[config.mk]
export PLATFORM = sky130hd
export DESIGN_NAME = ps2_key_receiver
export DESIGN_NICKNAME = d
export VERILOG_FILES = /design/src/rtl/ps2_pkg.sv /design/src/rtl/ps2_line_filter.sv /design/src/rtl/ps2_key_receiver.sv
export SDC_FILE = /design/constraint.sdc
export NUM_CORES = 1
export LEC_CHECK = 0
export CORE_AREA = 10 10 104 83
export CTS_BUF_LIST = sky130_fd_sc_hd__clkbuf_8
export DETAILED_ROUTE_END_ITERATION = 16
export DIE_AREA = 0 0 114 93
export GPL_TIMING_DRIVEN = 0
export HOLD_SLACK_MARGIN = 0.05
export PLACE_DENSITY = 0.51
export RECOVER_POWER = 50
export SKIP_CTS_REPAIR_TIMING = 1
export SYNTH_ARGS = -nofsm -noshare
export SYNTH_HDL_FRONTEND = slang
export SYNTH_SLANG_ARGS = --single-unit
[constraint.sdc]
create_clock -name clock -period 4.2 [get_ports clock]
set_input_delay 0.42 -clock clock [delete_from_list [all_inputs] [get_ports clock]]
set_output_delay 0.42 -clock clock [all_outputs]
set_load 0.005 [all_outputs]
[src/rtl/ps2_pkg.sv]
// Shared definitions for the PS/2 keyboard receiver: FSM encoding, prefix bytes,
// the decoded key record and the odd-parity helper.
package ps2_pkg;

    typedef enum logic [1:0] {
        IDLE,
        DATA,
        PARITY,
        STOP
    } ps2_state_e;

    localparam logic [7:0] PS2_EXT_PREFIX   = 8'hE0;
    localparam logic [7:0] PS2_BREAK_PREFIX = 8'hF0;
    localparam int         PS2_FRAME_BITS   = 8;

    typedef struct packed {
        logic [7:0] code;
        logic       brk;
        logic       ext;
    } ps2_key_t;

    // Odd parity: data bits plus parity bit must hold an odd number of ones.
    function automatic logic ps2_odd_parity_ok(input logic [7:0] data, input logic par);
        return ^{data, par};
    endfunction

endpackage

[src/rtl/ps2_line_filter.sv]
// PS/2 pin conditioning: 2-flop synchronizers on both lines, a FILTER_LEN-sample
// level filter on the clock line and a one-cycle strobe on its falling edge.
module ps2_line_filter #(
    parameter int FILTER_LEN = 8
) (
    input  logic clock,
    input  logic reset,
    input  logic ps2_clk,
    input  logic ps2_dat,
    output logic dat_sync,
    output logic clk_fall
);
    localparam int CW = (FILTER_LEN < 2) ? 1 : $clog2(FILTER_LEN);
    localparam logic [CW-1:0] CNT_LAST = CW'(FILTER_LEN - 1);

    logic [1:0]    clk_sr;
    logic [1:0]    dat_sr;
    logic          clk_filt;
    logic [CW-1:0] flt_cnt;

    always_ff @(posedge clock) begin
        if (reset) begin
            clk_sr   <= 2'b11;
            dat_sr   <= 2'b11;
            clk_filt <= 1'b1;
            flt_cnt  <= '0;
            clk_fall <= 1'b0;
        end else begin
            clk_sr   <= {clk_sr[0], ps2_clk};
            dat_sr   <= {dat_sr[0], ps2_dat};
            clk_fall <= 1'b0;
            // Any sample agreeing with the current level restarts the run.
            if (clk_sr[1] == clk_filt) begin
                flt_cnt <= '0;
            end else if (flt_cnt == CNT_LAST) begin
                clk_filt <= clk_sr[1];
                flt_cnt  <= '0;
                clk_fall <= clk_filt;
            end else begin
                flt_cnt <= flt_cnt + CW'(1);
            end
        end
    end

    assign dat_sync = dat_sr[1];

endmodule

[src/rtl/ps2_key_receiver.sv]
// PS/2 device-to-host frame receiver with E0/F0 prefix folding into key events.
// Optional macro PS2_PARITY_CHECK_EN: reject bad-parity frames with a parity_error pulse.
module ps2_key_receiver
    import ps2_pkg::*;
#(
    parameter int FILTER_LEN     = 8,
    parameter int TIMEOUT_CYCLES = 50000
) (
    input  logic       clock,
    input  logic       reset,
    input  logic       ps2_clk,
    input  logic       ps2_dat,
    output logic       key_valid,
    output logic [7:0] key_code,
    output logic       key_release,
    output logic       key_extended,
    output logic       parity_error,
    output logic       frame_error
);
    localparam int TW = $clog2(TIMEOUT_CYCLES + 1);
    localparam int BW = $clog2(PS2_FRAME_BITS + 1);
    localparam logic [TW-1:0] TMO_LAST = TW'(TIMEOUT_CYCLES - 1);
    localparam logic [BW-1:0] LAST_BIT = BW'(PS2_FRAME_BITS - 1);

    logic strobe;
    logic dat_s;

    ps2_line_filter #(
        .FILTER_LEN (FILTER_LEN)
    ) u_line (
        .clock    (clock),
        .reset    (reset),
        .ps2_clk  (ps2_clk),
        .ps2_dat  (ps2_dat),
        .dat_sync (dat_s),
        .clk_fall (strobe)
    );

    ps2_state_e    state, state_n;
    logic [BW-1:0] bit_cnt, bit_cnt_n;
    logic [7:0]    shift, shift_n;
    logic [TW-1:0] tmo_cnt;
    logic          ext_flag, ext_flag_n;
    logic          brk_flag, brk_flag_n;
    logic          tmo_hit;
    ps2_key_t      key_q, key_n;
    logic          kv_n;
    logic          ferr_n;

`ifdef PS2_PARITY_CHECK_EN
    logic par_bit;
    logic parity_ok;
    logic perr_n;

    always_ff @(posedge clock) begin
        if (reset)
            par_bit <= 1'b0;
        else if (strobe && state == PARITY)
            par_bit <= dat_s;
    end

    assign parity_ok = ps2_odd_parity_ok(shift, par_bit);
`endif

    // A strobe always takes priority over an expiring timeout.
    assign tmo_hit = (state != IDLE) && (tmo_cnt == TMO_LAST);

    always_comb begin
        state_n    = state;
        bit_cnt_n  = bit_cnt;
        shift_n    = shift;
        ext_flag_n = ext_flag;
        brk_flag_n = brk_flag;
        key_n      = key_q;
        kv_n       = 1'b0;
        ferr_n     = 1'b0;
`ifdef PS2_PARITY_CHECK_EN
        perr_n     = 1'b0;
`endif
        if (strobe) begin
            unique case (state)
                IDLE: begin
                    if (!dat_s) begin
                        state_n   = DATA;
                        bit_cnt_n = '0;
                    end
                end
                DATA: begin
                    shift_n   = {dat_s, shift[7:1]};
                    bit_cnt_n = bit_cnt + BW'(1);
                    if (bit_cnt == LAST_BIT)
                        state_n = PARITY;
                end
                PARITY: state_n = STOP;
                STOP: begin
                    state_n = IDLE;
                    if (!dat_s) begin
                        ferr_n     = 1'b1;
                        ext_flag_n = 1'b0;
                        brk_flag_n = 1'b0;
                    end
`ifdef PS2_PARITY_CHECK_EN
                    else if (!parity_ok) begin
                        perr_n     = 1'b1;
                        ext_flag_n = 1'b0;
                        brk_flag_n = 1'b0;
                    end
`endif
                    else if (shift == PS2_EXT_PREFIX) begin
                        ext_flag_n = 1'b1;
                    end else if (shift == PS2_BREAK_PREFIX) begin
                        brk_flag_n = 1'b1;
                    end else begin
                        kv_n       = 1'b1;
                        key_n      = '{code: shift, brk: brk_flag, ext: ext_flag};
                        ext_flag_n = 1'b0;
                        brk_flag_n = 1'b0;
                    end
                end
                default: state_n = IDLE;
            endcase
        end else if (tmo_hit) begin
            state_n    = IDLE;
            ferr_n     = 1'b1;
            ext_flag_n = 1'b0;
            brk_flag_n = 1'b0;
        end
    end

    always_ff @(posedge clock) begin
        if (reset) begin
            state    <= IDLE;
            bit_cnt  <= '0;
            shift    <= '0;
            ext_flag <= 1'b0;
            brk_flag <= 1'b0;
        end else begin
            state    <= state_n;
            bit_cnt  <= bit_cnt_n;
            shift    <= shift_n;
            ext_flag <= ext_flag_n;
            brk_flag <= brk_flag_n;
        end
    end

    always_ff @(posedge clock) begin
        if (reset || state == IDLE || strobe || tmo_hit)
            tmo_cnt <= '0;
        else
            tmo_cnt <= tmo_cnt + TW'(1);
    end

    // Outputs are registered, so every event lands one cycle after its deciding strobe.
    always_ff @(posedge clock) begin
        if (reset) begin
            key_valid   <= 1'b0;
            key_q       <= '0;
            frame_error <= 1'b0;
        end else begin
            key_valid   <= kv_n;
            key_q       <= key_n;
            frame_error <= ferr_n;
        end
    end

`ifdef PS2_PARITY_CHECK_EN
    always_ff @(posedge clock) begin
        if (reset)
            parity_error <= 1'b0;
        else
            parity_error <= perr_n;
    end
`else
    assign parity_error = 1'b0;
`endif

    assign key_code     = key_q.code;
    assign key_release  = key_q.brk;
    assign key_extended = key_q.ext;

endmodule

## Yosys cells after proc, flatten, opt, wreduce, memory -nomap -nowiden

Index checks and enable logic that the tools add are counted.
W data, S select, Z words.

| word-level totals | value |
|---|---|
| bits in registers | 53 |
| latch bits | 0 |
| bits in writable memories | 0 |
| ROM bits | 0 |
| input port bits | 4 |
| output and inout bits | 13 |
| word-level logic and storage cells | 82 |
| memories kept | 0 |

| cells by class | value |
|---|---|
| add/sub/neg operators | 3 |
| $mul | 0 |
| divide/modulo/power cells | 0 |
| magnitude comparators | 0 |
| eq/ne operators | 15 |
| shifts and indexed selects | 0 |
| multiplexer cells | 23 |
| bitwise gates (word level) | 7 |
| reduce and logical (&&, ||, !) cells | 18 |

Operator list:

| kind | number |
|---|---|
| $add A16 B1 Y16 const B | 1 |
| $eq A16 B16 Y1 const B | 1 |
| $eq A8 B8 Y1 const B | 2 |
| $mux W1 | 16 |
| $reduce_and A3 Y1 | 4 |
| $ne A3 B3 Y1 const B | 3 |
| $mux W2 | 4 |
| $pmux W2 S4 | 1 |
| $pmux W4 S2 | 1 |
| $not A1 Y1 | 7 |
| $reduce_bool A2 Y1 | 3 |
| $reduce_or A3 Y1 | 2 |
| $reduce_and A5 Y1 | 1 |
| $reduce_or A5 Y1 | 1 |
| $add A4 B1 Y4 const B | 1 |
| $eq A2 B2 Y1 const B | 2 |
| $eq A4 B3 Y1 const B | 1 |
| $mux W4 | 1 |
| $ne A2 B2 Y1 const B | 2 |
| $ne A4 B4 Y1 const B | 1 |
| $reduce_and A2 Y1 | 2 |
| $add A3 B1 Y3 const B | 1 |
| $eq A3 B3 Y1 const B | 1 |
| $logic_or A1 B1 Y1 | 3 |
| other kinds (4) | 4 |

## Depth between registers and ports, before layout

| depth | value |
|---|---|
| word-level depth | 6 |
| gate-level depth with buffers | 8 |
| gate-level depth less buffers | 6 |

## By module

A second synthesis with hierarchy kept.

| second synthesis, totals | value |
|---|---|
| cells, all modules | 245 |
| area total of the unflattened synthesis | 2,243.4 um2 |

By module, submodules not included:

| module | instances | cells each | area each (um2) | sequential area each (um2) |
|---|---|---|---|---|
| ps2_key_receiver | 1 | 223 | 1,951.9 | 880.8 |
| ps2_line_filter | 1 | 22 | 291.5 | 180.2 |

## Worst setup path before layout

Ideal clock, no wire load.

| path | value |
|---|---|
| path kind | register -> register |
| from | register state[0] |
| to | register tmo_cnt[10] |
| library setup time | 115 ps |
| data arrival time | 1,419 ps |
| required time | 4,085 ps |
| slack | 2,666 ps |
| stages on the path, launching flop included | 9 |
| buffers on the path | 2 |
| clock period less this slack | 1,534 ps |
| cell sequence | dfxtp_1 -> inv_1 -> ha_1 -> clkbuf_1 -> nor2b_1 -> nand2_1 -> o21ai_2 -> buf_6 -> nor2_1 |

| between the ends | value |
|---|---|
| word-level cells in the longest chain between the ends | 4 |
| elaborated cells between the ends (all ways) | 6 |
| classes of those cells | reduce/logical: 6 |

RTL lines:

| what | RTL line | text |
|---|---|---|
| from (decl) | ps2_key_receiver.sv:39 | `ps2_state_e state, state_n;` |
| from (signal assigned) | ps2_key_receiver.sv:138 | `state <= state_n;` |
| $logic_not A2 Y1 | ps2_key_receiver.sv:147 | `if (reset \|\| state == IDLE \|\| strobe \|\| tmo_hit)` |
| $logic_or A1 B1 Y1 (2 in a row) | ps2_key_receiver.sv:147 |  |
| $logic_or A1 B1 Y1 * | ps2_key_receiver.sv:147 |  |
| to (signal assigned) | ps2_key_receiver.sv:150 | `tmo_cnt <= tmo_cnt + TW'(1);` |
| to (decl) | ps2_key_receiver.sv:42 | `logic [TW-1:0] tmo_cnt;` |

Mark *: on every way between the ends. The rest lies on a longest branch, timed or not.
A chain may end at the register's enable or synchronous reset.

## Worst setup path after layout

| path | value |
|---|---|
| from | register state[1] |
| to | register key_q, in the netlist key_code[1] |

| between the ends | value |
|---|---|
| word-level cells in the longest chain between the ends | 2 |

RTL lines:

| what | RTL line | text |
|---|---|---|
| $eq A2 B2 Y1 | ps2_key_receiver.sv:81 | `unique case (state)` |
| $reduce_and A5 Y1 (no source line) | n/a |  |
| to (signal assigned) | ps2_key_receiver.sv:161 | `key_q <= key_n;` |
| to (decl) | ps2_key_receiver.sv:46 | `ps2_key_t key_q, key_n;` |

Every way passes these cells.

==> results.ini <==
[timing]
worst_pin_slew_ns = 0.710
slew_headroom_pct = 52.7
fmax_mhz = 485
period_needed_ns = 2.06
drv_slew = 0
totalNegativeSetupSlack_ns = 0
hold_slack_ns = 0.415
period_share_pct = 49.1
rsz0062_at_grt = false
setup_violations = 0
fin_worst_skew_ns = 0.00415
finalHoldViolCount = 0

[route]
drt_iter0_drc = 110
wl_met3_um = 219
drc = 0
wl_per_cell_um = 12.5
dr_wl_met2_mm = 1.72
vias = 1669
drt-pass1-iter-count = 4
drt_wl_total_mm = 4.44
routed.top_layer = met4
drt-met1-wl_mm = 2.42
ant_nets = 0
via_per_inst = 4.71

[worst_hold_path]
holdCritPathClass = flip-flop to flip-flop

[yosys]
ys_seq_area_share_pct = 46.9
synth_flop_cell = dfxtp_1
synth_simple_gate_area_share_pct = 25.2
synth-warning-count = 0
synth_nets = 260
synthAdderAreaFrac_pct = 4.43
syn-cell-area_mm2 = 0.00226
synth_compound_gate_area_share_pct = 8.02
synth-edff-count = 0
synthCells = 248
async_reset_ff_share_pct = 0
synthDistinctLibCells = 42
syn_avg_cell_area_um2 = 9.12
synthMuxAreaShare_pct = 5.76
synth_top_family_by_area = simple AND/OR/NAND/NOR gates
synth_xor_area_share_pct = 5.81
synth-seq-cells = 53

[pwr]
p_leak_nw = 0.907
ir_drop_v = 0.000114
p_total_w = 0.000799
power_frac_clock_pct = 35.0
p_int_w = 0.000623
sequentialPowerShare_pct = 63.2
swShare_pct = 22.0
power_density_mw_per_mm2 = 309
comb_power_share_pct = 1.8
power.switching_w = 0.000176

[clocking]
cts_tree = yes
clk_latency_ns = 0.31
cts_root_buffer = clkbuf_8
cts_sinks = 53
htree_levels = 2
clkTransAtPathRegs_ns = 0.09
cts-buffers-inserted = 5
cts.path.max_buffers = 2

[place]
dp_cells = 346
io_buffer_count = 14
place.gp.congestion = 0.772
dp_hpwl_mm = 3.19

[worst_setup_path]
crit_type = flip-flop to flip-flop
crit_fanout = 10
critPathArrivalTime_ns = 2.25
setup.worst_path.end_class = flip-flop
required_ns = 4.39
start_kind = flip-flop

[global_routing]
gr-usage-all-layers_pct = 9.23
grt_max_degree = 16
grt_pass1_vias = 1726
grt_pass1_wl_mm = 8.14
antenna_found_initial = 0
grt_overflow_total = 0

[status]
run_status = finished, final reports clean

[die]
fp.dieW_um = 114
start_util_pct = 34.1
core_mm2 = 0.00664
rows = 26
pin_count = 17
dieArea_mm2 = 0.0106
die_height_um = 93

[job]
maxCapViolCount = 0

[finish]
final_nets = 281
stdcell_count = 354
drive_above_1_share_pct = 6.67
fill_cells = 694
n_antenna_cell = 0
areaGrowthSynthToFinish_pct = 14.3

==> cells in the mapped netlist (2+ instances only) <==
cell type | n | area, µm²
o21ai_0 | 5 | 25.0
buf_4 | 2 | 15.0
ha_1 | 8 | 100
nand3_1 | 9 | 45.0
or2_2 | 4 | 25.0
nor3_1 | 5 | 25.0
nor4_1 | 6 | 37.5
o211ai_1 | 2 | 15.0
a21oi_1 | 13 | 65.1
dfxtp_1 | 53 | 1060
mux2i_1 | 13 | 130
nor2_1 | 34 | 128
inv_1 | 7 | 26.3
and2_1 | 6 | 37.5
nor2b_1 | 3 | 18.8
xor2_1 | 2 | 17.5
xnor2_1 | 13 | 114
nand4_1 | 4 | 25.0
clkbuf_1 | 7 | 26.3
and4b_1 | 2 | 20.0
nand2_1 | 28 | 105
a41oi_1 | 2 | 17.5
==> through the flow <==
stage	cell area [µm²]	setup WS, ns	util [%]
floorplan	2260	2.67	-
global placement	2510	2.30	37.8
detailed placement	2510	2.28	37.8
CTS	2590	2.41	39.0
global route	2580	1.91	38.9
finish	2580	2.14	38.9
==> sequential cells by signal, indices dropped and copies added, names as in the netlist, 2 cells and up <==
signal          flops
u_line.clk_sr       2
state               2
u_line.dat_sr       2
bit_cnt             4
shift               8
key_code            8
u_line.flt_cnt      3
tmo_cnt            16
==> metal layers <==
layer  global-route usage [%]  up-vias
li1                         -      884
met1                     12.9      756
met2                     12.5       21
met3                     2.94        8
met4                     4.38        0
met5                        0        -
==> area by class of cell <==
class                           instances  area (µm²)  share of cell area (%)
Buffer                                 11        53.8                    2.08
Inverter                                7        26.3                    1.02
Tap cell                               84         105                    4.07
Sequential cell                        53        1060                    41.1
Multi-Input combinational cell        177        1110                    43.1
Clock buffer                            5        68.8                    2.66
Clock inverter                          3        13.8                   0.533
Timing Repair Buffer                   14         140                    5.42
==> cells by family after synthesis <==
| kind of cell | Yosys count |
|---|---|
| and+or+nand+nor | 111 |
| DFF | 53 |
| AOI/OAI and AO/OA | 29 |
| buffers and inverters | 18 |
| xor gates and xnor gates | 15 |
| muxes | 13 |
| adders and majority gates | 8 |
| other | 1 |
==> critical path: stages, from the launching register on <==
cell and delay (ns):
dfxtp_1 0.41, ha_1 0.25, nand3_1 0.11, a41oi_1 0.28, clkbuf_1 0.59, mux2i_1 0.26, nor2_1 0.05
==> power groups by stage <==
stage	Clock (W)	Combinational, W	Sequential, W
CTS	0.000291	0.0000154	0.000505
finish	0.000280	0.0000147	0.000505
detailed placement	0	0.0000155	0.000517
global placement	0	0.0000153	0.000517
global route	0.000313	0.0000171	0.000505
floorplan	0	0.00000944	0.000516
==> path summary, 6_finish.rpt <==
check                                       from          endpoint  slack, ns  depth (start not counted)
worst min-delay path            u_line.dat_sr[0]  u_line.dat_sr[1]       0.41                          1
worst max-delay path                    state[1]       key_code[1]       2.14                          6
worst max register to register          state[1]       key_code[1]       2.14                          6
worst min register to register  u_line.dat_sr[0]  u_line.dat_sr[1]       0.41                          1
==> placed cells by master (no fill, tap or decap), types with 6 or more instances in the layout <==
master and n:
ha_1 8, clkbuf_1 8, nand2_1 28, nor2_1 34, dfxtp_1 53, inv_1 8
xnor2_1 13, nor4_1 6, a21oi_1 13, nand3_1 9, dlygate4sd3_1 12, mux2i_1 13
(Power assumes the default switching activity.)
